### config.mk
export PLATFORM = sky130hd
export DESIGN_NAME = serdiv_arbiter_flat
export DESIGN_NICKNAME = d
export VERILOG_FILES = /design/src/rtl/serdiv_arbiter_if.sv /design/src/rtl/serdiv_arbiter.sv /design/src/flat_wrapper.sv
export SDC_FILE = /design/constraint.sdc
export NUM_CORES = 1
export LEC_CHECK = 0
export CORE_AREA = 2 2 325 327
export DETAILED_ROUTE_END_ITERATION = 6
export DIE_AREA = 0 0 327 329
export HOLD_SLACK_MARGIN = 0.05
export PLACE_DENSITY_LB_ADDON = 0.3
export SYNTH_ARGS = -nofsm -noshare
export SYNTH_HDL_FRONTEND = slang
export SYNTH_SLANG_ARGS = --single-unit
### constraint.sdc
create_clock -name clk_i -period 2.9 [get_ports clk_i]
set_input_delay 0.725 -clock clk_i [delete_from_list [all_inputs] [get_ports clk_i]]
set_output_delay 0.725 -clock clk_i [all_outputs]
set_load 0.02 [all_outputs]
### src/rtl/serdiv_arbiter_if.sv
// serdiv_arbiter_if: requester-side and divider-side signals of the serdiv arbiter
interface serdiv_arbiter_if #(
  parameter int NREQ  = 4,
  parameter int WIDTH = 64,
  parameter int ID_W  = 3
);
  localparam int IW = (NREQ > 1) ? $clog2(NREQ) : 1;
  logic [NREQ-1:0]       req_vld_i;
  logic [NREQ-1:0]       req_rdy_o;
  logic [NREQ*ID_W-1:0]  req_id_i;
  logic [NREQ*WIDTH-1:0] req_op_a_i;
  logic [NREQ*WIDTH-1:0] req_op_b_i;
  logic [NREQ*2-1:0]     req_opcode_i;
  logic [NREQ-1:0]       flush_i;
  logic [NREQ-1:0]       rsp_vld_o;
  logic [NREQ-1:0]       rsp_rdy_i;
  logic [ID_W-1:0]       rsp_id_o;
  logic [WIDTH-1:0]      rsp_res_o;
  logic                  div_in_vld_o;
  logic                  div_in_rdy_i;
  logic [ID_W-1:0]       div_id_o;
  logic [WIDTH-1:0]      div_op_a_o;
  logic [WIDTH-1:0]      div_op_b_o;
  logic [1:0]            div_opcode_o;
  logic                  div_out_vld_i;
  logic                  div_out_rdy_o;
  logic [ID_W-1:0]       div_id_i;
  logic [WIDTH-1:0]      div_res_i;
  logic                  div_flush_o;
  logic [IW-1:0]         owner_o;
  logic                  busy_o;
  modport slave (
    input  req_vld_i, req_id_i, req_op_a_i, req_op_b_i, req_opcode_i, flush_i, rsp_rdy_i,
           div_in_rdy_i, div_out_vld_i, div_id_i, div_res_i,
    output req_rdy_o, rsp_vld_o, rsp_id_o, rsp_res_o, div_in_vld_o, div_id_o, div_op_a_o,
           div_op_b_o, div_opcode_o, div_out_rdy_o, div_flush_o, owner_o, busy_o
  );
  modport master (
    output req_vld_i, req_id_i, req_op_a_i, req_op_b_i, req_opcode_i, flush_i, rsp_rdy_i,
           div_in_rdy_i, div_out_vld_i, div_id_i, div_res_i,
    input  req_rdy_o, rsp_vld_o, rsp_id_o, rsp_res_o, div_in_vld_o, div_id_o, div_op_a_o,
           div_op_b_o, div_opcode_o, div_out_rdy_o, div_flush_o, owner_o, busy_o
  );
endinterface

### src/rtl/serdiv_arbiter.sv
// serdiv_arbiter: round-robin sharing of one serdiv divider between NREQ requesters,
// one operation in flight, result routed back to its owner, owner flush kills the op.
module serdiv_arbiter #(
  parameter int NREQ  = 4,
  parameter int WIDTH = 64,
  parameter int ID_W  = 3
) (
  input logic             clk_i,
  input logic             rst_ni,
  serdiv_arbiter_if.slave bus
);
  localparam int IW = (NREQ > 1) ? $clog2(NREQ) : 1;
  typedef enum logic {IDLE, BUSY} state_e;
  state_e          state_q, state_d;
  logic [IW-1:0]   rr_q, rr_d, owner_q, owner_d, grant, idx, rr_nxt;
  logic [NREQ-1:0] cand;
  logic            found, own_flush;
  always_ff @(posedge clk_i or negedge rst_ni) begin
    if (!rst_ni) begin
      state_q <= IDLE;
      rr_q    <= '0;
      owner_q <= '0;
    end else begin
      state_q <= state_d;
      rr_q    <= rr_d;
      owner_q <= owner_d;
    end
  end
  // first candidate at or above rr_q, wrapping at NREQ
  always_comb begin
    cand  = bus.req_vld_i & ~bus.flush_i;
    grant = '0;
    found = 1'b0;
    idx   = '0;
    for (int i = 0; i < NREQ; i++) begin
      idx = IW'((int'(rr_q) + i) % NREQ);
      if (!found && cand[idx]) begin
        grant = idx;
        found = 1'b1;
      end
    end
  end
  // outputs are gated by rst_ni so they read zero for the whole reset window
  always_comb begin
    own_flush         = bus.flush_i[owner_q];
    rr_nxt            = (owner_q == IW'(NREQ - 1)) ? '0 : owner_q + 1'b1;
    state_d           = state_q;
    rr_d              = rr_q;
    owner_d           = owner_q;
    bus.req_rdy_o     = '0;
    bus.rsp_vld_o     = '0;
    bus.rsp_id_o      = '0;
    bus.rsp_res_o     = '0;
    bus.div_in_vld_o  = 1'b0;
    bus.div_id_o      = '0;
    bus.div_op_a_o    = '0;
    bus.div_op_b_o    = '0;
    bus.div_opcode_o  = '0;
    bus.div_out_rdy_o = 1'b0;
    bus.div_flush_o   = 1'b0;
    if (rst_ni && state_q == IDLE) begin
      bus.div_in_vld_o     = found;
      bus.req_rdy_o[grant] = found & bus.div_in_rdy_i;
      for (int i = 0; i < NREQ; i++) begin
        if (grant == IW'(i)) begin
          bus.div_id_o     = bus.req_id_i[i*ID_W +: ID_W];
          bus.div_op_a_o   = bus.req_op_a_i[i*WIDTH +: WIDTH];
          bus.div_op_b_o   = bus.req_op_b_i[i*WIDTH +: WIDTH];
          bus.div_opcode_o = bus.req_opcode_i[i*2 +: 2];
        end
      end
      if (found && bus.div_in_rdy_i) begin
        owner_d = grant;
        state_d = BUSY;
      end
    end else if (rst_ni) begin
      bus.rsp_vld_o[owner_q] = bus.div_out_vld_i & ~own_flush;
      bus.rsp_id_o           = bus.div_id_i;
      bus.rsp_res_o          = bus.div_res_i;
      bus.div_out_rdy_o      = bus.rsp_rdy_i[owner_q] & ~own_flush;
      bus.div_flush_o        = own_flush;
      if (own_flush || (bus.div_out_vld_i && bus.rsp_rdy_i[owner_q])) begin
        rr_d    = rr_nxt;
        state_d = IDLE;
      end
    end
  end
  assign bus.busy_o  = (state_q == BUSY);
  assign bus.owner_o = owner_q;
endmodule
### src/flat_wrapper.sv
// flat-port wrapper written by rule: the top's interface ports become plain ports
module serdiv_arbiter_flat 
#(
  parameter int NREQ  = 4,
  parameter int WIDTH = 64,
  parameter int ID_W  = 3
)
  (clk_i, rst_ni, bus_req_vld_i, bus_req_id_i, bus_req_op_a_i, bus_req_op_b_i, bus_req_opcode_i, bus_flush_i, bus_rsp_rdy_i, bus_div_in_rdy_i, bus_div_out_vld_i, bus_div_id_i, bus_div_res_i, bus_req_rdy_o, bus_rsp_vld_o, bus_rsp_id_o, bus_rsp_res_o, bus_div_in_vld_o, bus_div_id_o, bus_div_op_a_o, bus_div_op_b_o, bus_div_opcode_o, bus_div_out_rdy_o, bus_div_flush_o, bus_owner_o, bus_busy_o);
  serdiv_arbiter_if #(.NREQ(NREQ), .WIDTH(WIDTH), .ID_W(ID_W)) bus_i ();
  input logic clk_i;
  input logic rst_ni;
  input wire logic [$bits(bus_i.req_vld_i)-1:0] bus_req_vld_i;
  input wire logic [$bits(bus_i.req_id_i)-1:0] bus_req_id_i;
  input wire logic [$bits(bus_i.req_op_a_i)-1:0] bus_req_op_a_i;
  input wire logic [$bits(bus_i.req_op_b_i)-1:0] bus_req_op_b_i;
  input wire logic [$bits(bus_i.req_opcode_i)-1:0] bus_req_opcode_i;
  input wire logic [$bits(bus_i.flush_i)-1:0] bus_flush_i;
  input wire logic [$bits(bus_i.rsp_rdy_i)-1:0] bus_rsp_rdy_i;
  input wire logic [$bits(bus_i.div_in_rdy_i)-1:0] bus_div_in_rdy_i;
  input wire logic [$bits(bus_i.div_out_vld_i)-1:0] bus_div_out_vld_i;
  input wire logic [$bits(bus_i.div_id_i)-1:0] bus_div_id_i;
  input wire logic [$bits(bus_i.div_res_i)-1:0] bus_div_res_i;
  output wire logic [$bits(bus_i.req_rdy_o)-1:0] bus_req_rdy_o;
  output wire logic [$bits(bus_i.rsp_vld_o)-1:0] bus_rsp_vld_o;
  output wire logic [$bits(bus_i.rsp_id_o)-1:0] bus_rsp_id_o;
  output wire logic [$bits(bus_i.rsp_res_o)-1:0] bus_rsp_res_o;
  output wire logic [$bits(bus_i.div_in_vld_o)-1:0] bus_div_in_vld_o;
  output wire logic [$bits(bus_i.div_id_o)-1:0] bus_div_id_o;
  output wire logic [$bits(bus_i.div_op_a_o)-1:0] bus_div_op_a_o;
  output wire logic [$bits(bus_i.div_op_b_o)-1:0] bus_div_op_b_o;
  output wire logic [$bits(bus_i.div_opcode_o)-1:0] bus_div_opcode_o;
  output wire logic [$bits(bus_i.div_out_rdy_o)-1:0] bus_div_out_rdy_o;
  output wire logic [$bits(bus_i.div_flush_o)-1:0] bus_div_flush_o;
  output wire logic [$bits(bus_i.owner_o)-1:0] bus_owner_o;
  output wire logic [$bits(bus_i.busy_o)-1:0] bus_busy_o;
  assign bus_i.req_vld_i = bus_req_vld_i;
  assign bus_i.req_id_i = bus_req_id_i;
  assign bus_i.req_op_a_i = bus_req_op_a_i;
  assign bus_i.req_op_b_i = bus_req_op_b_i;
  assign bus_i.req_opcode_i = bus_req_opcode_i;
  assign bus_i.flush_i = bus_flush_i;
  assign bus_i.rsp_rdy_i = bus_rsp_rdy_i;
  assign bus_i.div_in_rdy_i = bus_div_in_rdy_i;
  assign bus_i.div_out_vld_i = bus_div_out_vld_i;
  assign bus_i.div_id_i = bus_div_id_i;
  assign bus_i.div_res_i = bus_div_res_i;
  assign bus_req_rdy_o = bus_i.req_rdy_o;
  assign bus_rsp_vld_o = bus_i.rsp_vld_o;
  assign bus_rsp_id_o = bus_i.rsp_id_o;
  assign bus_rsp_res_o = bus_i.rsp_res_o;
  assign bus_div_in_vld_o = bus_i.div_in_vld_o;
  assign bus_div_id_o = bus_i.div_id_o;
  assign bus_div_op_a_o = bus_i.div_op_a_o;
  assign bus_div_op_b_o = bus_i.div_op_b_o;
  assign bus_div_opcode_o = bus_i.div_opcode_o;
  assign bus_div_out_rdy_o = bus_i.div_out_rdy_o;
  assign bus_div_flush_o = bus_i.div_flush_o;
  assign bus_owner_o = bus_i.owner_o;
  assign bus_busy_o = bus_i.busy_o;
  serdiv_arbiter #(.NREQ(NREQ), .WIDTH(WIDTH), .ID_W(ID_W)) u_core (.clk_i(clk_i), .rst_ni(rst_ni), .bus(bus_i));
endmodule
# After elaboration in Yosys (flattened, before gate mapping)
# Index checks and enable logic that the tools add are counted.
# Widths: inputs -> output; s select.
dict set report classes {
  n_lt_le_gt_ge 8
  n_bitwise 10
  muxes 61
  eq_ne 5
  n_addsub 4
  reduce_logical 18
}
# cell count
set op_table {}
lappend op_table {{$mux 64} 12}
lappend op_table {{$mux 1} 21}
lappend op_table {{$mux 3} 7}
lappend op_table {{$mux 2} 10}
lappend op_table {{$lt 2x3->1 const B} 6}
lappend op_table {{$and 4x4->4} 3}
lappend op_table {{$bmux 1 s2} 6}
lappend op_table {{$mux 4} 3}
lappend op_table {{$logic_and 1x1->1} 8}
lappend op_table {{$eq 2x2->1 const B} 3}
lappend op_table {{$reduce_and 3->1} 2}
lappend op_table {{$add 2x1->2 const B} 2}
lappend op_table {{$add 2x2->2 const B} 2}
lappend op_table {{$demux 1 s2} 2}
lappend op_table {{$ge 2x1->1 const B} 2}
lappend op_table {{$not 4->4} 1}
lappend op_table {{$reduce_bool 2->1} 2}
lappend op_table {{$and 1x1->1} 3}
lappend op_table {{$logic_not 1->1} 3}
lappend op_table {{$not 1->1} 3}
lappend op_table {{$eq 2x1->1 const B} 1}
lappend op_table {{$logic_not 2->1} 1}
lappend op_table {{$ne 2x2->1 const B} 1}
lappend op_table {{$reduce_and 2->1} 1}
lappend op_table {{$logic_or 1x1->1} 1}
dict set report totals {
  elab_cells 109
  output_inout_bits 214
  input_bits 615
  reg_bits 5
}

# Depth between registers and ports, before layout
# Gate-level depths: netlist of the first run.
dict set report logic_depth {
  word_depth 20
  ltp_mapped 9
  mapped_depth_nobuf 5
}

# Least setup slack after synthesis of the first run
# No wires, ideal clock.
dict set report synth_timing {
  path_type {in2out}
  from {input port bus_flush_i[0]}
  to {output port bus_div_op_a_o[48]}
  required_time_ns 2.175
  path_buffers 2
  arrival_ns 2.446
  path_slack_ns -0.271
  stages 7
  path_cell_list {nand2b_1 -> o21a_1 -> o221ai_2 -> buf_2 -> clkbuf_1 -> o21ai_0 -> a211oi_1}
}
dict set report synth_via {
  elab_chain_cells 20
  word_cells_on_any_way 32
}
# item line_no
set synth_rtl {}
lappend synth_rtl {{start, declared} flat_wrapper.sv:17} ;# input wire logic [$bits(bus_i.flush_i)-1:0] bus_flush_i;
lappend synth_rtl {{$not 4->4 (*)} serdiv_arbiter.sv:31} ;# cand = bus.req_vld_i & ~bus.flush_i;
lappend synth_rtl {{$and 4x4->4 (*)} serdiv_arbiter.sv:31}
lappend synth_rtl {{$bmux 1 s2} serdiv_arbiter.sv:37} ;# if (!found && cand[idx]) begin
lappend synth_rtl {{$mux 1 (not written as such)} serdiv_arbiter.sv:37}
lappend synth_rtl {{$mux 1} serdiv_arbiter.sv:37}
lappend synth_rtl {{$logic_not 1->1} serdiv_arbiter.sv:37}
lappend synth_rtl {{$logic_and 1x1->1} serdiv_arbiter.sv:37}
lappend synth_rtl {{$mux 1} serdiv_arbiter.sv:37}
lappend synth_rtl {{(+2 left out)} -}
lappend synth_rtl {{$mux 1} serdiv_arbiter.sv:37}
lappend synth_rtl {{$logic_not 1->1} serdiv_arbiter.sv:37}
lappend synth_rtl {{$logic_and 1x1->1} serdiv_arbiter.sv:37}
lappend synth_rtl {{$mux 2 (*)} serdiv_arbiter.sv:37}
lappend synth_rtl {{$logic_not 2->1} serdiv_arbiter.sv:65} ;# if (grant == IW'(i)) begin
lappend synth_rtl {{$mux 64 (3 in a row)} serdiv_arbiter.sv:65}
lappend synth_rtl {{$mux 64 (*)} serdiv_arbiter.sv:65}
lappend synth_rtl {{$mux 64 (*)} serdiv_arbiter.sv:61} ;# if (rst_ni && state_q == IDLE) begin
lappend synth_rtl {{end, declared} flat_wrapper.sv:29} ;# output wire logic [$bits(bus_i.div_op_a_o)-1:0] bus_div_op_a_o;
# Every way passes the cells marked *; elsewhere a longest branch is shown, timed or not. The select of a mux whose other input is x is not followed.

# Worst setup path in the final report of the first run
dict set report layout_timing {
  from {input port bus_flush_i[0]}
  to {output port bus_div_op_b_o[46]}
}
dict set report layout_via {
  elab_chain_cells 20
  word_cells_on_any_way 32
}
# item line_no
set layout_rtl {}
lappend layout_rtl {{$not 4->4 (*)} serdiv_arbiter.sv:31}
lappend layout_rtl {{$and 4x4->4 (*)} serdiv_arbiter.sv:31}
lappend layout_rtl {{$bmux 1 s2} serdiv_arbiter.sv:37}
lappend layout_rtl {{$mux 1 (not written as such)} serdiv_arbiter.sv:37}
lappend layout_rtl {{$mux 1} serdiv_arbiter.sv:37}
lappend layout_rtl {{$logic_not 1->1} serdiv_arbiter.sv:37}
lappend layout_rtl {{$logic_and 1x1->1} serdiv_arbiter.sv:37}
lappend layout_rtl {{$mux 1} serdiv_arbiter.sv:37}
lappend layout_rtl {{(+2 left out)} -}
lappend layout_rtl {{$mux 1} serdiv_arbiter.sv:37}
lappend layout_rtl {{$logic_not 1->1} serdiv_arbiter.sv:37}
lappend layout_rtl {{$logic_and 1x1->1} serdiv_arbiter.sv:37}
lappend layout_rtl {{$mux 2 (*)} serdiv_arbiter.sv:37}
lappend layout_rtl {{$logic_not 2->1} serdiv_arbiter.sv:65}
lappend layout_rtl {{$mux 64 (3 in a row)} serdiv_arbiter.sv:65}
lappend layout_rtl {{$mux 64 (*)} serdiv_arbiter.sv:65}
lappend layout_rtl {{$mux 64 (*)} serdiv_arbiter.sv:61}
lappend layout_rtl {{end, declared} flat_wrapper.sv:30} ;# output wire logic [$bits(bus_i.div_op_b_o)-1:0] bus_div_op_b_o;
# Marked as above.

==> out/qor.txt, run 1 <==
Outcome -> finished, violations left
Failing checks -> negative setup slack
Die height -> 329 µm
Fmax achieved -> 298 MHz
Crit-path slowest cell -> a211oi_4
Clk Latency, worst-skew pair -> 0.23 ns
Fraction of layout cells with a size suffix above 1 -> 41.4%
Met3 routed WL -> 5.44 mm
Routed vias -> 10,600
Synthesized netlist cell count -> 767
Nets -> 2,357
Max cap viols -> 0
Slowest cell delay on critical path -> 0.38 ns
Dpl hpwl -> 56.0 mm
Shortest period the worst path allows -> 3.36 ns
Post-synth EDFFs -> 0
Count leader, synth -> nor3_1
Top cell by count, worst path -> buf_6
Slew HR -> 68.7%
P per Cell Area -> 467 mW/mm²
Worst hold path class -> input port to async pin
Compound-cell area share of the yosys netlist -> 34.3%
Final Non-Filler Cells -> 3,133
Syn nets -> 1,386
Crit-path max FO -> 9
Worst Slack Setup Final -> -0.461 ns
Mean area per synthesized cell -> 6.96 µm²
Vias in the first global route -> 11,000
DRC -> 0
Actual slew at the worst max-slew pin -> 0.465 ns
VDD IR max -> 0.000318 V
Clock buffer depth -> 2
CP startpoint kind -> input port
Floorplan row count -> 119
Final wirelength -> 73.3 mm
CORE AREA -> 0.104 mm²
Clock sinks -> 5
Async S/R FF share, synth -> 100%
Largest delay share family, worst path -> buffers and inverters
Clock Skews -> 0.00166 ns
#FFs+latches synth -> 5
Synth Area in XOR/XNOR -> 0%
Starting density of the core -> 5.12%
Nature of the critical path endpoint -> output pin
Max-slew violations -> 0
Die area -> 0.108 mm²
Initial antenna violation count -> 25
Final Hold Fails -> 0
GPL Wtd Cong -> 0.862
Chip width -> 327 µm
Total CTS buffers -> 3
Io pins -> 829
Top post-synthesis cells by count -> nor3_1, mux2i_1, a211oi_1, o21ai_0, clkbuf_1
CP Buf/Inv Count -> 7
Largest family of logic cells by synthesized area -> compound AO/OA/AOI/OAI gates
Vias per std cell -> 3.40
Yosys top cell by area -> mux2i_1
GRT overflow -> 0
Drt pass-1 iters -> 4
CTS tree -> done
Worst EP arrival -> 2.64 ns
Post-synth cell types -> 38
Endpoints failing setup -> 137
Reg clk slew, reported paths -> 0.03 ns
Synth Warn # -> 0
Cell Area, Synth -> 0.00534 mm²
Iter 0 DRT Violations -> 361
Met1 WL -> 30.6 mm
CTS H-tree depth -> 1
Leak -> 7.11 nW
Largest net degree at the start of global routing -> 72
Total track usage -> 12.6%
Clock Root Buffer -> clkbuf_16
RSZ-0062 raised after global routing -> true
Worst path required time -> 2.17 ns
Wire per inst -> 23.4 µm
Sequential share of the synthesized area -> 2.34%
Final Core Density -> 19.2%
Highest routed metal layer -> met5
Most used DFF post-synth -> dfrtp_1
Simple-gate portion of the synthesized area -> 23.8%
Port Buffers -> 828
Pre-CTS WS -> -1.53 ns
First-pass GRT wire length -> 94.3 mm
Area added between synthesis and finish -> 275%
Synth Area in Adders -> 0.937%
Ranking of synthesized cells by area -> mux2i_1, a211oi_1, nor3_1, o21ai_0, and3_1
Metal2 WL -> 35.8 mm
CP Class -> input port to output pin
Share of the synthesized area in the top cell type -> 25.3%
Mux contribution to synthesized area -> 26.4%
Antenna-violating nets left -> 0
Inst Count DP -> 3,018
Crit share post-route -> 116%
CP cell instances -> buf_8 -> and3b_4 -> buf_4 -> nor3_4 -> buf_6 -> o22ai_4 -> buf_12 -> buf_16 -> buf_6 -> a211oi_4 -> buf_6
[final timing paths]
check / cells past startpoint / start / end / slack (ns)
setup / recovery: 11 / bus_flush_i[0] / bus_div_op_b_o[46] / -0.46
hold / removal: 2 / rst_ni / u_core.bus.busy_o / 0.46
setup reg to reg: 12 / u_core.rr_q[1] / u_core.bus.owner_o[0] / 0.70
hold reg to reg: 2 / u_core.bus.owner_o[0] / u_core.rr_q[0] / 0.69
max in group asynchronous: 2 / rst_ni / u_core.rr_q[1] / 2.27
min in group clk_i: 2 / u_core.bus.owner_o[0] / u_core.rr_q[0] / 0.69
[cell usage in the layout (no fill, tap or decap), drive strengths merged, types with 4 or more instances in the layout]
cell type      netlist  layout
nor3               137     137
inv                  4       4
buf                 31     391
diode                0       5
nand2b               4       4
ha                   4       4
mux2i              135     135
a211oi             134     134
clkdlybuf4s50        0     671
o21ai              135     135
and3                72      72
dfrtp                5       5
nor2b                5       5
clkbuf              73      11
[cell families after synthesis]
family | Yosys count
flip-flops | 5
AO/OA/AOI/OAI | 282
AND/OR/NAND/NOR | 230
adder cells (fa/ha/maj) | 4
buffers and inverters | 108
multiplexers | 138
[layout make-up]
type / instances / area, µm²
Inverter: 4 / 17.5
Sequential cell: 5 / 125
Timing Repair Buffer: 1070 / 11400
Tap cell: 1391 / 1740
Clock buffer: 4 / 78.8
Fill cell: 11600 / 84300
Antenna cell: 5 / 12.5
Multi-Input combinational cell: 654 / 6620
[per-layer routing]
layer	vias up	track usage [%]
li1	4949	-
met1	5052	15.6
met2	538	22.3
met3	89	3.35
met4	18	1.47
met5	-	0
[state kept, by name, indices dropped and copies added, names as in the netlist]
name                count
u_core.bus.owner_o      2
u_core.bus.busy_o       1
u_core.rr_q             2
[worst reg2reg max path, stage by stage (launching register included)]
cell and delay [ns]:
dfrtp_1 0.44, and3b_4 0.22, o21a_4 0.20, nor3_4 0.19
buf_12 0.17, buf_16 0.16, buf_6 0.12, buf_12 0.13
buf_6 0.12, inv_4 0.03, buf_4 0.12, buf_4 0.11
mux2i_1 0.11
[per-stage QoR]
stage          TNS, ns  total power, mW  cell area (µm²)  hold WS [ns]
3_5_place_dp   -195.10             7.16            16800         0.681
5_1_grt         -59.93             9.85            20000         0.480
4_1_cts         -55.68             9.10            19200         0.482
3_3_place_gp   -192.24             7.20            16800         0.682
2_1_floorplan    -4.48             3.40             6010         0.429
6_report        -49.99             9.36            20000         0.465
[report_power, final]
group	internal [mW]	switching, mW	total [mW]
sequential	0.106	0.0418	0.148
combinational	4.54	4.45	8.99
clock	0.182	0.0455	0.228
total	4.83	4.54	9.36
[repair_timing]
action	CTS	global route
hold buffers	0	0
buffers inserted	69	26
cloned	22	5
pin swaps	80	69
endpoints found under the setup margin	171	162
gates resized for setup	1007	170
Power figures use the tool's default switching activity.
==> run 2, diff against run 1 <==
Settings changed: RECOVER_POWER set to 50.
==> run 2 against run 1 <==
Effect of this change:
- register-to-register slack about the same
- non-clock buffer count is the same
- largest cell class unchanged
- power barely moved
- the flow still finishes with violations (negative setup slack)
- sequential share of layout area about the same
- cell area about the same
- flip-flop and latch count unchanged
- hold slack better by 0.066 ns
- core utilization is essentially flat
==> out/qor.txt, run 2 (synthesis gave the netlist of run 1 again) <==
Outcome -> finished, violations left
Failing checks -> negative setup slack
CTS tree -> done
Routed vias -> 10,600
Final wirelength -> 73.3 mm
Endpoints failing setup -> 138
Crit share post-route -> 116%
Commonest non-fill, non-tap cells in the layout -> clkdlybuf4s50_1, buf_4, a211oi_2
Max cap viols -> 0
Fmax achieved -> 298 MHz
Clock Skews -> 0.00166 ns
CTS hold repair buffers -> 0
Worst EP arrival -> 2.64 ns
Wire per inst -> 23.4 µm
Layout fillers -> 11,600
First-pass GRT wire length -> 94.3 mm
Crit-path max FO -> 9
Final Hold Fails -> 0
Iter 0 DRT Violations -> 362
Die height -> 329 µm
Max-slew violations -> 0
Dpl hpwl -> 56.0 mm
Reg clk slew, reported paths -> 0.03 ns
Most common cell after layout, fill and taps aside -> clkdlybuf4s50_1
Starting density of the core -> 5.12%
Fraction of layout cells with a size suffix above 1 -> 41.3%
Largest net degree at the start of global routing -> 72
Drt pass-1 iters -> 4
Port Buffers -> 828
Clk Latency, worst-skew pair -> 0.23 ns
Clock sinks -> 5
CORE AREA -> 0.104 mm²
Antenna-violating nets left -> 0
Floorplan row count -> 119
Worst R2R End -> u_core.bus.owner_o[0]
Dpl cell area -> 0.0168 mm²
P per Cell Area -> 467 mW/mm²
Area added between synthesis and finish -> 275%
Reg2reg start -> u_core.rr_q[1]
Nets -> 2,357
Worst R2R Setup Slack -> 0.70 ns
Chip width -> 327 µm
Pre-CTS WS -> -1.53 ns
Clock buffer depth -> 2
Io pins -> 829
Total track usage -> 12.6%
VDD IR max -> 0.000318 V
Actual slew at the worst max-slew pin -> 0.465 ns
Die area -> 0.108 mm²
Clock Root Buffer -> clkbuf_16
RSZ-0062 raised after global routing -> true
Worst path required time -> 2.17 ns
Initial antenna violation count -> 25
WHS -> 0.530 ns
Shortest period the worst path allows -> 3.36 ns
Worst Slack Setup Final -> -0.461 ns
Vias per std cell -> 3.40
CP startpoint kind -> input port
GPL Wtd Cong -> 0.862
GRT overflow -> 0
R2R cell count -> 12
Post-route cell area -> 0.0200 mm²
Nature of the critical path endpoint -> output pin
DRC -> 0
Worst hold path class -> input port to async pin
Vias in the first global route -> 11,000
Total CTS buffers -> 3
Slew HR -> 68.7%
Leak -> 7.11 nW
CTS H-tree depth -> 1
CP Class -> input port to output pin
[run 2: changes by cell type in the layout (fill, tap and decap cells not counted), sizes merged]
cell / previous run / this run
dlygate4sd3: 0 / 3
clkdlybuf4s50: 671 / 668
buf: 391 / 390
clkbuf: 11 / 12
[run 2: repair_timing]
item | in CTS | in global routing
pin swaps | 80 | 69
cloned | 22 | 5
endpoints found under the setup margin | 171 | 162
resized for setup | 1007 | 170
buffers inserted | 69 | 26
[run 2: cell type report]
type,count,area [µm²],share of cell area [%]
multi-input cells,654,6620,33.0
well taps,1391,1740,8.69
clock buffers,4,78.8,0.394
repair buffers,1070,11400,57.1
flip-flops and latches,5,125,0.625
inverters,4,17.5,0.0875
diodes,5,12.5,0.0625
[run 2: critical path, cell delays in order]
cell      delay [ns]
buf_8           0.09
and3b_4         0.20
buf_4           0.14
nor3_4          0.19
buf_6           0.12
o22ai_4         0.08
buf_12          0.16
buf_16          0.16
buf_6           0.17
a211oi_4        0.38
buf_6           0.18
[run 2: how the worst max path moves through the flow]
stage,from,endpoint,cells past startpoint
6_report,bus_flush_i[0],bus_div_op_b_o[46],11
5_1_grt,bus_flush_i[0],bus_div_op_b_o[35],12
4_1_cts,bus_flush_i[0],bus_div_op_b_o[46],11
3_5_place_dp,bus_flush_i[0],bus_div_op_b_o[16],9
3_3_place_gp,bus_flush_i[0],bus_div_op_b_o[19],9
2_1_floorplan,bus_flush_i[0],bus_div_op_a_o[48],7
[run 2: routing by layer]
layer	vias up	wire (µm)	global-route usage [%]
li1	4949	-	-
met5	-	113	0
met1	5048	30600	15.6
met4	18	1340	1.47
met3	89	5440	3.35
met2	538	35800	22.3
[run 2: where the power goes]
part	total, mW	switching (mW)	leakage, nW	internal [mW]
clock network	0.228	0.0455	0.0382	0.182
logic	8.98	4.45	7.02	4.53
registers	0.148	0.0418	0.0608	0.106
[run 2: stage by stage]
step	utilization (%)	setup TNS (ns)	total power, mW	cells
final	19.2	-50.02	9.36	3133
after global routing	19.2	-60.96	9.84	3128
after CTS	18.4	-55.68	9.10	3108
after detailed placement	16.1	-195.10	7.16	3018
after global placement	16.1	-192.24	7.20	3018
after floorplan	-	-4.48	3.40	767
==> run 3, diff against run 2 <==
Settings changed: PLACE_DENSITY_LB_ADDON 0.3 to 0.2.
==> run 3 against run 2 <==
Effect of this change:
- highest routed layer unchanged
- the flow still finishes with violations (negative setup slack)
- sequential power down 4%
- via count shrank 1.5%
- critical path depth up 2
- global-route usage decreased by 1.7 points
- largest power group unchanged
- clock skew fell by 0.00079 ns
- non-clock buffer count increased by 15
- largest cell class unchanged
- final cell count grew 0.41%
- critical path type unchanged
==> out/qor.txt, run 3 (synthesis gave the netlist of run 1 again) <==
Actual slew at the worst max-slew pin -> 0.650 ns
Routed vias -> 10,500
Post-route cell area -> 0.0192 mm²
Aggregate negative setup slack -> -46.61 ns
Die height -> 329 µm
CTS H-tree depth -> 1
Total chip power -> 8.83 mW
Most common cell after layout, fill and taps aside -> clkdlybuf4s50_1
Fraction of layout cells with a size suffix above 1 -> 38.2%
Commonest non-fill, non-tap cells in the layout -> clkdlybuf4s50_1, buf_4, nor3_1
Worst path required time -> 2.17 ns
Max-slew violations -> 0
Initial antenna violation count -> 7
RSZ-0062 raised after global routing -> true
WHS -> 0.602 ns
Vias per std cell -> 3.33
VDD IR max -> 0.000214 V
P per Cell Area -> 461 mW/mm²
Max cap viols -> 0
Io pins -> 829
Worst hold path class -> input port to async pin
CTS hold repair buffers -> 0
CP startpoint kind -> input port
Die area -> 0.108 mm²
Wire per inst -> 20.3 µm
CORE AREA -> 0.104 mm²
Total track usage -> 10.9%
CP Class -> input port to output pin
Dpl hpwl -> 49.3 mm
Starting density of the core -> 5.12%
Slew HR -> 56.2%
Final Hold Fails -> 0
Reg clk slew, reported paths -> 0.03 ns
Final Core Density -> 18.4%
GRT overflow -> 0
First-pass GRT wire length -> 85.2 mm
Clock Root Buffer -> clkbuf_16
Worst Slack Setup Final -> -0.487 ns
Dpl cell area -> 0.0168 mm²
Crit share post-route -> 117%
Leak -> 7.13 nW
Shortest period the worst path allows -> 3.39 ns
Floorplan row count -> 119
Total CTS buffers -> 3
Chip width -> 327 µm
Final Non-Filler Cells -> 3,146
Inst Count DP -> 3,035
Clock buffer depth -> 2
Pre-CTS WS -> -1.38 ns
Failing checks -> negative setup slack
Clock sinks -> 5
Clk Latency, worst-skew pair -> 0.23 ns
CTS tree -> done
Area added between synthesis and finish -> 259%
Largest net degree at the start of global routing -> 70
Final wirelength -> 64.0 mm
Vias in the first global route -> 11,500
DRC -> 0
GPL Wtd Cong -> 0.931
Antenna-violating nets left -> 0
Nature of the critical path endpoint -> output pin
Port Buffers -> 828
Drt pass-1 iters -> 4
Fmax achieved -> 295 MHz
Worst EP arrival -> 2.66 ns
Clock Skews -> 0.000865 ns
Crit-path max FO -> 4
Iter 0 DRT Violations -> 374
Endpoints failing setup -> 137
Nets -> 2,372
Outcome -> finished, violations left
==> run 3: cell count changes in the layout (fill, tap and decap cells not counted), moves of 14 or more <==
| cell | before | now |
|---|---|---|
| o21ai_0 | 53 | 108 |
| buf_12 | 62 | 48 |
| nor3_2 | 26 | 5 |
| dlygate4sd2_1 | 0 | 43 |
| o21ai_4 | 15 | 0 |
| buf_4 | 214 | 247 |
| clkdlybuf4s50_1 | 668 | 623 |
| o21ai_2 | 34 | 4 |
| nor3_1 | 109 | 128 |
==> run 3: path summary, 6_finish.rpt <==
path | end | depth (start not counted) | slack [ns] | startpoint
worst max-delay path | bus_div_op_a_o[35] | 13 | -0.49 | bus_flush_i[0]
worst min-delay path | u_core.bus.owner_o[1] | 2 | 0.60 | rst_ni
worst max register to register | u_core.rr_q[1] | 6 | 0.97 | u_core.bus.owner_o[0]
worst min register to register | u_core.rr_q[0] | 2 | 0.67 | u_core.rr_q[0]
max in group asynchronous | u_core.rr_q[1] | 2 | 2.13 | rst_ni
min in group clk_i | u_core.rr_q[0] | 2 | 0.67 | u_core.rr_q[0]
==> run 3: cell type report <==
| class | instances | area [µm²] |
|---|---|---|
| clock buffer | 4 | 78.8 |
| sequential | 5 | 125 |
| antenna | 3 | 7.51 |
| tap | 1391 | 1740 |
| inverter | 4 | 15.0 |
| timing repair buffer | 1085 | 11100 |
| fill | 11700 | 85200 |
| multi-input combinational | 654 | 6090 |
==> run 3: critical path, cell delays in order <==
cell      delay (ns)
buf_6           0.09
and3b_4         0.29
o21a_4          0.14
nor3_4          0.05
buf_12          0.14
buf_12          0.13
buf_12          0.13
buf_16          0.14
buf_12          0.14
buf_8           0.12
mux2i_2         0.14
a211oi_2        0.23
buf_4           0.18
==> run 3: routing by layer <==
| layer | wire [µm] | share of wire, % | vias up | track usage, % |
|---|---|---|---|---|
| li1 | - | - | 4990 | - |
| met1 | 25400 | 40 | 4966 | 12.7 |
| met5 | 22 | 0.034 | - | 0 |
| met4 | 1260 | 2.0 | 4 | 2.16 |
| met3 | 4430 | 6.9 | 38 | 2.28 |
| met2 | 32900 | 51 | 481 | 20.2 |
==> run 3: repair_timing <==
action,in CTS,in global routing
endpoints found under the setup margin,211,146
pin swaps,55,38
buffers inserted,73,31
resized for setup,916,125
gates cloned,11,4
==> run 3: report_power, final <==
group | switching [mW] | internal (mW) | total [mW] | leakage, nW
clock network | 0.0451 | 0.182 | 0.227 | 0.0382
registers | 0.0358 | 0.106 | 0.142 | 0.0608
logic | 4.16 | 4.30 | 8.46 | 7.03
total | 4.24 | 4.59 | 8.83 | 7.13
